$ cat src/rtl/frac_div_mc.sv
// frac_div_mc: multi-channel fractional-N divider with PWM output and double-buffered settings.
// Defining FRAC_DIV_ALIGN_EN adds an `align` strobe that phase-aligns all channels on the next tick.
module frac_div_mc #(
    parameter int NCH   = 2,
    parameter int WIDTH = 17,
    parameter int FW    = 8
) (
    input  logic                 sys_clk,
    input  logic                 sync_rst,
    input  logic                 clk_in,
    input  logic [NCH-1:0]       en,
    input  logic                 load,
`ifdef FRAC_DIV_ALIGN_EN
    input  logic                 align,
`endif
    input  logic [NCH*WIDTH-1:0] n_in,
    input  logic [NCH*FW-1:0]    frac_in,
    input  logic [NCH*WIDTH-1:0] duty_in,
    output logic [NCH*WIDTH-1:0] count,
    output logic [NCH-1:0]       q_out,
    output logic [NCH-1:0]       tc,
    output logic [NCH-1:0]       pending
);

    logic d1, d2, tick, align_fire;

    always_ff @(posedge sys_clk) begin
        if (sync_rst) begin
            d1 <= 1'b0;
            d2 <= 1'b0;
        end else begin
            d1 <= clk_in;
            d2 <= d1;
        end
    end

    assign tick = d1 & ~d2;

`ifdef FRAC_DIV_ALIGN_EN
    logic armed;

    // An align strobe stays armed until the next tick; a strobe on a tick acts at once.
    always_ff @(posedge sys_clk) begin
        if (sync_rst) armed <= 1'b0;
        else          armed <= (armed | align) & ~tick;
    end

    assign align_fire = tick & (armed | align);
`else
    assign align_fire = 1'b0;
`endif

    for (genvar k = 0; k < NCH; k++) begin : g_ch
        logic [WIDTH-1:0] m_q, m_nxt, na_q, da_q, pn_q, pd_q, n_eff, d_eff;
        logic [FW-1:0]    acc_q, acc_nxt, fa_q, pf_q, f_eff;
        logic [FW:0]      sum;
        logic             pend_q, tc_q, tc_nxt, reload, apply;

        // Pending settings take over while idle or on this cycle's reload/align; a load in
        // the same cycle only lands in the pending registers, so the reload sees older values.
        always_comb begin
            reload  = tick & en[k] & (m_q == WIDTH'(1));
            apply   = pend_q & ((m_q == '0) | reload | (align_fire & en[k]));
            n_eff   = apply ? pn_q : na_q;
            f_eff   = apply ? pf_q : fa_q;
            d_eff   = apply ? pd_q : da_q;
            sum     = {1'b0, acc_q} + {1'b0, f_eff};
            m_nxt   = m_q;
            acc_nxt = acc_q;
            tc_nxt  = 1'b0;
            if (!en[k]) begin
                m_nxt   = '0;
                acc_nxt = '0;
            end else if (align_fire && (n_eff >= WIDTH'(2))) begin
                m_nxt   = n_eff;
                acc_nxt = '0;
                tc_nxt  = 1'b1;
            end else if (tick) begin
                if (m_q == '0) begin
                    if (n_eff >= WIDTH'(2)) begin
                        m_nxt  = n_eff;
                        tc_nxt = 1'b1;
                    end
                end else if (reload) begin
                    // Carry is dropped at the maximum divisor so the count cannot wrap.
                    acc_nxt = sum[FW-1:0];
                    m_nxt   = (n_eff == '1) ? n_eff : n_eff + WIDTH'(sum[FW]);
                    tc_nxt  = 1'b1;
                end else begin
                    m_nxt = m_q - WIDTH'(1);
                end
            end
        end

        always_ff @(posedge sys_clk) begin
            if (sync_rst) begin
                m_q    <= '0;
                acc_q  <= '0;
                tc_q   <= 1'b0;
                na_q   <= '0;
                fa_q   <= '0;
                da_q   <= '0;
                pn_q   <= '0;
                pf_q   <= '0;
                pd_q   <= '0;
                pend_q <= 1'b0;
            end else begin
                m_q   <= m_nxt;
                acc_q <= acc_nxt;
                tc_q  <= tc_nxt;
                na_q  <= n_eff;
                fa_q  <= f_eff;
                da_q  <= d_eff;
                if (load) begin
                    pn_q   <= n_in[k*WIDTH +: WIDTH];
                    pf_q   <= frac_in[k*FW +: FW];
                    pd_q   <= duty_in[k*WIDTH +: WIDTH];
                    pend_q <= 1'b1;
                end else if (apply) begin
                    pend_q <= 1'b0;
                end
            end
        end

        assign count[k*WIDTH +: WIDTH] = m_q;
        assign q_out[k]                = en[k] & (m_q > da_q);
        assign tc[k]                   = tc_q;
        assign pending[k]              = pend_q;
    end

endmodule

$ cat config.mk
export PLATFORM = sky130hd
export DESIGN_NAME = frac_div_mc
export DESIGN_NICKNAME = d
export VERILOG_FILES = /design/src/rtl/frac_div_mc.sv
export SDC_FILE = /design/constraint.sdc
export NUM_CORES = 1
export LEC_CHECK = 0
export CAP_MARGIN = 10
export CORE_MARGIN = 2
export CORE_UTILIZATION = 35
export DETAILED_ROUTE_END_ITERATION = 7
export GPL_TIMING_DRIVEN = 0
export PLACE_DENSITY_LB_ADDON = 0.2
export SLEW_MARGIN = 20
export SYNTH_ARGS = -nofsm -noshare
export SYNTH_HDL_FRONTEND = slang
export SYNTH_SLANG_ARGS = --single-unit
$ cat constraint.sdc
create_clock -name sys_clk -period 5.83 [get_ports sys_clk]
set_input_delay 0.583 -clock sys_clk [delete_from_list [all_inputs] [get_ports sys_clk]]
set_output_delay 0.583 -clock sys_clk [all_outputs]
set_load 0.01 [all_outputs]
Yosys cells after proc, flatten, opt, wreduce, memory -nomap -nowiden
Index checks and enable logic that the tools add are counted.
Widths: inputs -> output; s select.
{"block": "totals", "register_bits": 224, "latchBits": 0, "ram_bits": 0, "romBits": 0, "input_bits": 90, "out_inout_bits": 40, "n_memories": 0}
{"block": "op_classes", "add_sub_neg": 6, "mul": 0, "div": 0, "magnitude_cmp": 4, "eq_ne": 6, "shift": 0, "n_mux": 22, "n_bitwise": 17, "reduce_logical": 12}
{"cell": "$mux 17", "count": 10}
{"cell": "$add 17x1->17", "count": 2}
{"cell": "$eq 17x1->1 const B", "count": 2}
{"cell": "$eq 17x17->1 const B", "count": 2}
{"cell": "$ge 17x2->1 const B", "count": 2}
{"cell": "$gt 17x17->1", "count": 2}
{"cell": "$logic_not 17->1", "count": 2}
{"cell": "$sub 17x1->17 const B", "count": 2}
{"cell": "$add 8x8->9", "count": 2}
{"cell": "$mux 8", "count": 2}
{"cell": "$mux 1", "count": 10}
{"cell": "$and 1x1->1", "count": 9}
{"cell": "$not 1->1", "count": 6}
{"cell": "$reduce_and 3->1", "count": 2}
{"cell": "$reduce_or 3->1", "count": 2}
{"cell": "$reduce_and 2->1", "count": 2}
{"cell": "$reduce_bool 2->1", "count": 2}
{"cell": "$reduce_or 2->1", "count": 2}
{"cell": "$ne 2x1->1 const B", "count": 1}
{"cell": "$ne 2x2->1 const B", "count": 1}
{"cell": "$or 1x1->1", "count": 2}

Longest topological paths before layout
Gate-level depths: netlist of run 1.
{"block": "depth", "word_depth": 12, "depth_mapped": 31}

Worst setup path before layout of run 1
Ideal clock, no wire load.
{"block": "synth_path", "path_kind": "reg-to-reg", "from": "register g_ch[1].m_q[0]", "to": "register g_ch[1].m_q[12]", "setup_ns": 0.117, "arrival_time_ns": 5.605, "required_ns": 5.713, "slack_ns": 0.108, "stages_incl_launch_ff": 31, "n_path_buf": 6, "period_less_slack_ns": 5.722, "path_cell_list": "dfxtp_1 > inv_1 > ha_1 > clkbuf_1 > o21ai_1 > or3_1 > buf_2 > buf_6 > buf_6 > clkbuf_1 > nand2_1 > nand2_1 > ha_1 > inv_1 > fa_1 > nor2b_1 > o21ai_0 > a21oi_1 > o21ai_0 > a21boi_0 > o21ai_0 > nand2b_1 > ha_1 > ha_1 > clkbuf_1 > inv_1 > or3_1 > mux2i_1 > nand3_1 > or4_1 > a32o_1"}
{"block": "synth_via", "elab_chain_len": 10, "elab_cells_between_ends": 18, "classes_between": "add/sub: 3; order compare: 1; eq/ne: 3; mux: 6; bitwise: 3; reduce/logical: 2"}
{"element": "from (decl)", "line_no": "54", "text": "logic [WIDTH-1:0] m_q, m_nxt, na_q, da_q, pn_q, pd_q, n_eff, d_eff;"}
{"element": "from (signal assigned)", "line_no": "108", "text": "m_q <= m_nxt;"}
{"element": "$eq 17x1->1", "line_no": "62", "text": "reload = tick & en[k] & (m_q == WIDTH'(1));"}
{"element": "$and 1x1->1", "line_no": "62"}
{"element": "$or 1x1->1 (*)", "line_no": "63", "text": "apply = pend_q & ((m_q == '0) | reload | (align_fire & en[k]));"}
{"element": "$and 1x1->1 (*)", "line_no": "63"}
{"element": "$mux 8 (*)", "line_no": "65", "text": "f_eff = apply ? pf_q : fa_q;"}
{"element": "named net g_ch[1].f_eff[0]", "line_no": "55", "text": "logic [FW-1:0] acc_q, acc_nxt, fa_q, pf_q, f_eff;"}
{"element": "$add 8x8->9 (*)", "line_no": "67", "text": "sum = {1'b0, acc_q} + {1'b0, f_eff};"}
{"element": "$add 17x1->17 (*)", "line_no": "87", "text": "m_nxt = (n_eff == '1) ? n_eff : n_eff + WIDTH'(sum[FW]);"}
{"element": "$mux 17 (*)", "line_no": "87"}
{"element": "$mux 17 (*)", "line_no": "84", "text": "end else if (reload) begin"}
{"element": "$mux 17 (*)", "line_no": "79", "text": "if (m_q == '0) begin"}
Mark *: on every way through the listed nets, which the timed path passes. The rest lies on a longest branch. The select of a mux whose other input is x is not followed.
A chain may end at the register's enable or synchronous reset.

Worst setup path in the final report of run 1
{"block": "layout_path", "from": "register g_ch[1].m_q[1]", "to": "register g_ch[1].m_q[12]"}
Same word-level chain as after synthesis.

==> flow_summary.yaml, run 1 <==
outcome:
  status: "finished, final reports clean"
floorplan:
  die-area_sq_um: 36600
  start_util: 0.355
  ios: 130
  fp.dieH_um: 191
  coreArea_sq_um: 34500
  fp.dieW_um: 191
  fp-row-count: 68
clock_network:
  clock_latency_ns: 0.56
  root_buffer: "clkbuf_16"
  clk_pin_slew_ns: 0.06
  cts_buffer_depth: 3
  cts_sinks: 224
  cts_hold_buf: 0
  numCtsBuffers: 27
  h-tree-depth: 1
  cts_tree: "yes"
yosys:
  synth-main-ff-cell: "dfxtp_1"
  synth_warnings: 0
  avgSynthCellArea_sq_um: 8.27
  synth-simple-area-share: 0.239
  synthDistinctLibCells: 81
  syn_nets: 1636
  synth.area.mux_share: 0.116
  synth-async-reset-ratio: 0
  synthAdderAreaFrac: 0.0645
  synth_compound_area_frac: 0.144
  syn_inst: 1484
  synth_top_family_by_area: "simple AND/OR/NAND/NOR gates"
  syn_area_sq_um: 12300
  ys_ff_latch: 224
  synth_seq_area_share: 0.366
  synth_xor_area_frac: 0.0221
  synth_edf_count: 0
pwr:
  ir_drop_mv: 0.238
  p_clk_frac: 0.294
  powerDensity_nw_per_um2: 387
  swShare: 0.384
  total_leakage_power_nw: 6.16
  power_frac_comb: 0.403
  p_sw_mw: 2.28
  p_seq_frac: 0.303
  p_int_mw: 3.64
drt:
  viasPerCell: 5.47
  first_pass_iters: 5
  vias: 11573
  routed_wl_mm: 40.4
  wire_per_inst_um: 19.1
  ant_nets: 0
  drcViolationCount: 0
  first_iter_violations: 780
critical_path:
  cp-start-kind: "flop"
  regToRegEndpoint: "g_ch[1].m_q[12]"
  critPathMaxFanout: 10
  path_common_cell: "inv_1"
  r2r_cells: 28
  cp_data_arrival_time_ns: 5.91
  endpoint_kind: "flop"
  crit_path_top_delay_cell: "or4_1"
  r2r_slack_ns: 0.36
  reg2reg_from: "g_ch[1].m_q[1]"
  criticalPathCategory: "flop to flop"
  slowest_delay_ns: 0.49
  crit_required_ns: 6.27
global_route:
  grt_pass1_vias: 11306
  grt_pass1_wl_mm: 62.5
  grt_max_degree: 20
  overflow: 0
  antenna_found_initial: 0
  grtUsageTotal: 0.218
sta:
  final.setup.tns_ns: 0
  fin_worst_skew_ns: 0.0196
  slew_headroom: 0.137
  setup_viol: 0
  fin_crit_ns: 5.47
  final_max_slew_viol_count: 0
  period_share: 0.938
  max_freq_ghz: 0.183
  hold_viol: 0
  worstMarginPinSlew_ns: 1.28
  rsz0062_at_grt: "no"
worst_hold_path:
  min_from: "g_ch[0].pd_q[11]"
  hold_depth: 2
  min_path_type: "flop to flop"
  holdPathEnd: "g_ch[0].da_q[11]"
flow_run:
  drv_cap: 0
placement:
  hpwl_mm: 30.9
  io_buffers: 128
  placed_area_sq_um: 14100
  globalplace.congestion: 0.897
finish:
  fin_nets: 1795
  syn_to_final_growth_pct: 24.7
  layout-drive-gt1-share: 0.0759
  nFillCells: 3504
  n_antenna_cell: 0
  fin_util: 0.443
  fin_area_sq_um: 15300
[placed cells by master, fill, tap and decap left out, drive strengths merged, types with 10 or more instances in the layout]
| master | n |
|---|---|
| a31oi | 11 |
| clkbuf | 81 |
| a21o | 12 |
| o21ai | 54 |
| and2 | 10 |
| a211oi | 13 |
| nand4 | 24 |
| nor2b | 15 |
| a21oi | 102 |
| nor2 | 164 |
| and4 | 13 |
| nand2 | 202 |
| o211ai | 11 |
| or3 | 16 |
| nor4 | 34 |
| xnor2 | 22 |
| clkdlybuf4s50 | 127 |
| nand3 | 48 |
| ha | 60 |
| dfxtp | 224 |
| inv | 64 |
| and3 | 18 |
| mux2i | 131 |
| nor3 | 27 |
| or4 | 13 |
| buf | 35 |
[sequential cells by signal (all words and copies together) (netlist names)]
signal,count
d1,1
g_ch.fa_q,16
g_ch.pd_q,34
g_ch.acc_q,16
d2,1
g_ch.tc_q,2
g_ch.pend_q,2
g_ch.pf_q,16
g_ch.da_q,34
g_ch.pn_q,34
g_ch.na_q,34
g_ch.m_q,34
[stage by stage]
stage / power (mW) / cells / hold slack (ns) / setup WS [ns]
global placement: 4.07 / 2067 / 0.442 / -1.64
detailed placement: 4.08 / 2067 / 0.447 / -1.60
floorplan: 3.35 / 1484 / 0.431 / 0.108
CTS: 5.90 / 2116 / 0.454 / 0.00404
global route: 6.23 / 2116 / 0.474 / 0.00713
finish: 5.92 / 2116 / 0.452 / 0.364
[synth_stat cells (all sizes together) (15+ instances only)]
master	instances	area (sq um)
nor4	34	240
or3	16	100
xnor2	22	193
o21ai	54	270
inv	63	236
a21oi	102	514
mux2i	131	1320
buf	28	164
nor2b	15	93.8
and3	18	114
nor2	164	621
nand4	24	165
dfxtp	224	4480
nand2	202	758
nand3	48	240
ha	60	751
clkbuf	50	188
nor3	27	151
[cells by family (layout without fill, tap and decap cells)]
logic type | count (synthesis) | after routing
compound gates | 280 | 280
xor+xnor | 31 | 31
fa+ha+maj | 62 | 62
buf+inv | 141 | 318
flops | 224 | 224
mux | 140 | 140
simple gates | 606 | 606
[layout make-up]
cell class	instances	area, sq um	share of cell area
Buffer	71	368	0.0240
Clock buffer	36	769	0.0503
Clock inverter	11	138	0.00900
Inverter	63	236	0.0155
Multi-Input combinational cell	1119	7380	0.482
Sequential cell	224	4490	0.294
Tap cell	455	569	0.0372
Timing Repair Buffer	137	1350	0.0881
[timing repair]
| item | CTS | global route |
|---|---|---|
| gates resized for setup | 33 | 33 |
| buffers inserted | 5 | 4 |
| setup endpoints to repair | 29 | 22 |
| hold endpoints to repair | 0 | 0 |
| pin swaps | 4 | 4 |
[metal layers]
layer,wire [um],track usage,up-vias
met3,2010,0.0277,98
met1,18200,0.287,5498
li1,-,-,5623
met4,2080,0.105,0
met5,0,0,-
met2,18200,0.353,354
[how the worst max path moves through the flow]
stage	cells past startpoint	to	slack, ns	startpoint
final	28	g_ch[1].m_q[12]	0.36	g_ch[1].m_q[1]
after global routing	28	g_ch[1].m_q[12]	0.007	g_ch[1].m_q[1]
after CTS	28	g_ch[1].m_q[12]	0.004	g_ch[1].m_q[0]
after detailed placement	29	g_ch[1].m_q[12]	-1.60	en[1]
after global placement	29	g_ch[1].m_q[12]	-1.64	en[1]
after floorplan	30	g_ch[1].m_q[12]	0.11	g_ch[1].m_q[0]
[worst max-delay path, delay by kind of cell, from the launching register on]
kind	cells	cell delay [ns]
AOI/OAI and AO/OA	7	0.91
DFF	1	0.37
muxes	1	0.21
buffers and inverters	6	0.70
and+or+nand+nor	9	2.02
adders and majority gates	5	1.12
[power groups by stage]
| stage | registers [mW] | clock network (mW) | logic, mW |
|---|---|---|---|
| final | 1.80 | 1.74 | 2.38 |
| after global routing | 1.81 | 1.84 | 2.58 |
| after CTS | 1.79 | 1.78 | 2.33 |
| after detailed placement | 1.82 | 0 | 2.26 |
| after global placement | 1.82 | 0 | 2.25 |
| after floorplan | 1.78 | 0 | 1.57 |
Power figures use the tool's default switching activity.
==> run 2, diff against run 1 <==
==> constraint.sdc (replaced) <==
create_clock -name sys_clk -period 6.85 [get_ports sys_clk]
set_input_delay 0.685 -clock sys_clk [delete_from_list [all_inputs] [get_ports sys_clk]]
set_output_delay 0.685 -clock sys_clk [all_outputs]
set_load 0.01 [all_outputs]
==> run 2 against run 1 <==
- sequential share of layout area grew 0.41 points
- critical path depth shrank 1
- clock-buffer cell count is the same
- maximum frequency shrank 14%
- sequential cell count is the same
- global-route usage shrank 0.082 points
- via count shrank 0.48%
- register-to-register slack gained 0.15 ns
- routed wire length is essentially flat
- power shrank 16%
- clock skew shrank 0.00063 ns
- critical path type unchanged
- largest cell class unchanged
- largest power group unchanged
- highest routed layer unchanged
==> flow_summary.yaml, run 2 (synthesized netlist as in run 1, its figures left out) <==
drt:
  wire_per_inst_um: 19.1
  vias: 11517
  wl_met1_mm: 18.0
  viasPerCell: 5.46
  first_iter_violations: 769
  routed_wl_mm: 40.4
  ant_nets: 0
  first_pass_iters: 5
  wl_met3_mm: 2.27
  drcViolationCount: 0
  maxUsedRoutingLayer: "met4"
  dr_wl_met2_mm: 18.2
critical_path:
  crit_required_ns: 7.29
  r2r_cells: 27
  critPathMaxFanout: 10
  endpoint_kind: "flop"
  cp_data_arrival_time_ns: 6.77
  criticalPathCategory: "flop to flop"
  cp-start-kind: "flop"
global_route:
  grt_pass1_wl_mm: 62.2
  grt_max_degree: 20
  overflow: 0
  grt_pass1_vias: 11246
  antenna_found_initial: 0
  grtUsageTotal: 0.218
floorplan:
  ios: 130
  start_util: 0.355
  fp.dieW_um: 191
  fp.dieH_um: 191
  coreArea_sq_um: 34500
  die-area_sq_um: 36600
  fp-row-count: 68
pwr:
  total_leakage_power_nw: 6.13
  powerDensity_nw_per_um2: 330
  ir_drop_mv: 0.203
clock_network:
  cts_sinks: 224
  h-tree-depth: 1
  root_buffer: "clkbuf_16"
  cts_buffer_depth: 3
  clock_latency_ns: 0.56
  numCtsBuffers: 27
  cts_setup_buffers: 0
  cts_tree: "yes"
  clk_pin_slew_ns: 0.06
  cts_hold_buf: 0
placement:
  globalplace.congestion: 0.897
  io_buffers: 128
  placed_area_sq_um: 14100
  pre_cts_slack_ns: -0.685
  hpwl_mm: 30.9
sta:
  setup_ws_ns: 0.518
  slew_headroom: 0.306
  fin_worst_skew_ns: 0.0190
  max_freq_ghz: 0.158
  setup_viol: 0
  period_share: 0.924
  hold_ws_ns: 0.450
  fin_crit_ns: 6.33
  final_max_slew_viol_count: 0
  hold_viol: 0
  rsz0062_at_grt: "no"
  final.setup.tns_ns: 0
  worstMarginPinSlew_ns: 1.03
worst_hold_path:
  hold_depth: 2
  min_path_type: "flop to flop"
finish:
  layout_commonest_cell: "dfxtp_1"
  fin_nets: 1790
  layout-drive-gt1-share: 0.0568
  fin_area_sq_um: 15100
  fin_util: 0.436
  layout_common_cells: "224 x dfxtp_1, 202 x nand2_1, 162 x nor2_1, 129 x mux2i_1, 128 x clkdlybuf4s50_1"
  n_antenna_cell: 0
  syn_to_final_growth_pct: 22.8
outcome:
  status: "finished, final reports clean"
flow_run:
  drv_cap: 0
==> run 2: area by class of cell <==
type	count	area, sq um
fillers	3518	19500
multi-input cells	1119	7230
flip-flops and latches	224	4480
repair buffers	128	1280
clock buffers	36	769
well taps	455	569
plain buffers	75	350
inverters	63	236
clock inverters	11	138
==> run 2: where the power goes <==
group	switching [mW]	total [mW]	internal [mW]
registers	0.124	1.53	1.40
clock network	0.583	1.48	0.894
logic	1.22	1.97	0.755
total	1.92	4.98	3.05
==> run 2: path summary, 6_finish.rpt <==
check | slack, ns | to | start
max reg2reg | 0.52 | g_ch[1].m_q[12] | g_ch[1].m_q[4]
max | 0.52 | g_ch[1].m_q[12] | g_ch[1].m_q[4]
min | 0.45 | g_ch[0].da_q[12] | g_ch[0].da_q[12]
min reg2reg | 0.45 | g_ch[0].da_q[12] | g_ch[0].da_q[12]
==> run 2: stage by stage <==
step | power (mW) | cells
2_1_floorplan | 2.85 | 1484
3_3_place_gp | 3.46 | 2067
3_5_place_dp | 3.47 | 2067
4_1_cts | 4.96 | 2113
5_1_grt | 5.24 | 2111
6_report | 4.98 | 2111
==> run 2: timing repair <==
| item | 4_1_cts | 5_1_grt |
|---|---|---|
| pin swaps | 0 | 0 |
| cloned | 0 | 0 |
| setup endpoints to repair | 5 | 17 |
| resized for setup | 0 | 12 |
==> run 2: critical path, cell delays in order (launching register included) <==
cell      delay (ns)
dfxtp_1         0.34
buf_2           0.18
nor4_4          0.35
nand2_1         0.14
clkbuf_1        0.28
nor3_4          0.35
buf_2           0.31
buf_2           0.35
nand2_1         0.14
nand2_1         0.10
ha_1            0.16
inv_1           0.05
fa_1            0.39
nor2b_1         0.12
o21ai_0         0.12
a21oi_1         0.19
o21ai_0         0.13
a21boi_0        0.23
o21ai_0         0.10
nand2b_1        0.10
ha_1            0.22
ha_2            0.31
inv_1           0.07
or3_1           0.40
mux2i_1         0.22
nand3_1         0.12
or4_1           0.49
a32o_1          0.26
==> run 2: routing by layer <==
layer | vias to the layer above | global-route usage
met3 | 94 | 0.0279
met5 | - | 0
met4 | 0 | 0.0976
li1 | 5612 | -
met2 | 373 | 0.354
met1 | 5438 | 0.287
==> run 3, diff against run 2 <==
--- a/config.mk
+++ b/config.mk
@@ -10,7 +10,7 @@
 export CORE_UTILIZATION = 35
 export DETAILED_ROUTE_END_ITERATION = 7
 export GPL_TIMING_DRIVEN = 0
-export PLACE_DENSITY_LB_ADDON = 0.2
+export PLACE_DENSITY = 0.57
 export SLEW_MARGIN = 20
 export SYNTH_ARGS = -nofsm -noshare
 export SYNTH_HDL_FRONTEND = slang
==> run 3 against run 2 <==
- sequential power is essentially flat
- routed wire length grew 0.19%
- via count grew 0.60%
- non-clock buffer count is the same
- die area is the same
- register-to-register slack lost 0.095 ns
- core utilization shrank 0.094 points
- maximum frequency shrank 1.5%
- power shrank 0.32%
- global-route usage grew 0.28 points
- clock power is essentially flat
- largest cell class unchanged
==> flow_summary.yaml, run 3 (synthesized netlist as in run 1, its figures left out) <==
outcome:
  status: "finished, final reports clean"
placement:
  placed_area_sq_um: 14100
  globalplace.congestion: 0.896
  place_inst: 2067
  hpwl_mm: 31.2
  pre_cts_slack_ns: -0.785
  io_buffers: 128
sta:
  final_max_slew_viol_count: 0
  max_freq_ghz: 0.156
  worstMarginPinSlew_ns: 1.02
  final.setup.tns_ns: 0
  rsz0062_at_grt: "no"
  hold_viol: 0
  setup_ws_ns: 0.423
  slew_headroom: 0.323
  setup_viol: 0
  period_share: 0.938
  hold_ws_ns: 0.454
  fin_worst_skew_ns: 0.0169
  fin_crit_ns: 6.43
finish:
  layout-drive-gt1-share: 0.0550
  n_antenna_cell: 0
  layout_commonest_cell: "dfxtp_1"
  fin_nets: 1790
  fin_area_sq_um: 15000
  layout_common_cells: "223 x dfxtp_1, 202 x nand2_1, 162 x nor2_1, 130 x mux2i_1, 128 x clkdlybuf4s50_1"
  stdcell_count: 2111
  syn_to_final_growth_pct: 22.5
  fin_util: 0.435
critical_path:
  cp-start-kind: "flop"
  crit_required_ns: 7.27
  critical-path-top-delay-family: "simple AND/OR/NAND/NOR gates"
  criticalPathCategory: "flop to flop"
  slowest_delay_ns: 0.50
  r2r_cells: 27
  worst-path-buf-inv: 6
  endpoint_kind: "flop"
  cp_data_arrival_time_ns: 6.85
  cp_num_cells: 27
  critPathMaxFanout: 10
  crit_path_top_delay_cell: "or4_1"
drt:
  vias: 11586
  wire_per_inst_um: 19.2
  ant_nets: 0
  viasPerCell: 5.49
  routed_wl_mm: 40.5
  first_iter_violations: 745
  drcViolationCount: 0
  first_pass_iters: 6
pwr:
  fin_total_pwr_mw: 4.96
  ir_drop_mv: 0.193
  powerDensity_nw_per_um2: 330
  swShare: 0.387
  power_frac_comb: 0.397
  p_sw_mw: 1.92
  p_seq_frac: 0.308
  p_clk_frac: 0.295
  p_int_mw: 3.04
  total_leakage_power_nw: 6.11
clock_network:
  root_buffer: "clkbuf_16"
  h-tree-depth: 1
  cts_tree: "yes"
  cts_hold_buf: 0
  cts_buffer_depth: 3
  clock_latency_ns: 0.54
  cts_setup_buffers: 0
  numCtsBuffers: 27
  cts_sinks: 224
  clk_pin_slew_ns: 0.06
global_route:
  grtUsageTotal: 0.220
  grt.busiest_layer: "met2"
  antenna_found_initial: 0
  use_met3: 0.0246
  grt_pass1_vias: 11261
  met1_usage: 0.293
  grt_max_degree: 20
  grt_pass1_wl_mm: 63.1
  overflow: 0
  grt_use_met2: 0.372
floorplan:
  fp.dieW_um: 191
  die-area_sq_um: 36600
  coreArea_sq_um: 34500
  fp-row-count: 68
  fp.dieH_um: 191
  start_util: 0.355
  ios: 130
flow_run:
  drv_cap: 0
worst_hold_path:
  hold_depth: 2
  min_path_type: "flop to flop"
[run 3: cell type report]
type / instances / area, sq um
clock buffer: 38 / 767
tap: 455 / 569
inverter: 63 / 236
fill: 3548 / 19500
multi-input combinational: 1119 / 7210
clock inverter: 9 / 126
buffer: 75 / 348
timing repair buffer: 128 / 1280
sequential: 224 / 4490
[run 3: power by group through the flow]
stage | Clock [mW] | Sequential (mW) | Combinational [mW]
finish | 1.46 | 1.53 | 1.97
global route | 1.55 | 1.54 | 2.15
CTS | 1.49 | 1.53 | 1.93
detailed placement | 0 | 1.55 | 1.92
global placement | 0 | 1.55 | 1.91
floorplan | 0 | 1.52 | 1.33
[run 3: layer usage]
layer | vias up | share of wire
met5 | - | 0
met4 | 0 | 0.033
met3 | 71 | 0.047
met2 | 309 | 0.47
met1 | 5599 | 0.45
li1 | 5607 | -
[run 3: worst paths after layout]
kind,start,slack [ns],to
worst min-delay path,g_ch[1].da_q[4],0.45,g_ch[1].da_q[4]
worst min register to register,g_ch[1].da_q[4],0.45,g_ch[1].da_q[4]
worst max register to register,g_ch[1].m_q[4],0.42,g_ch[1].m_q[12]
worst max-delay path,g_ch[1].m_q[4],0.42,g_ch[1].m_q[12]
[run 3: worst min-delay path: cells and delay by family, from the launching register on]
family | cells | cell delay (ns)
flip-flops | 1 | 0.30
AND/OR/NAND/NOR | 1 | 0.05
AO/OA/AOI/OAI | 1 | 0.05
[run 3: what timing repair did]
item                                    in CTS  in global routing
endpoints found under the setup margin       8                 16
resized for setup                            0                  9
cloned                                       0                  0
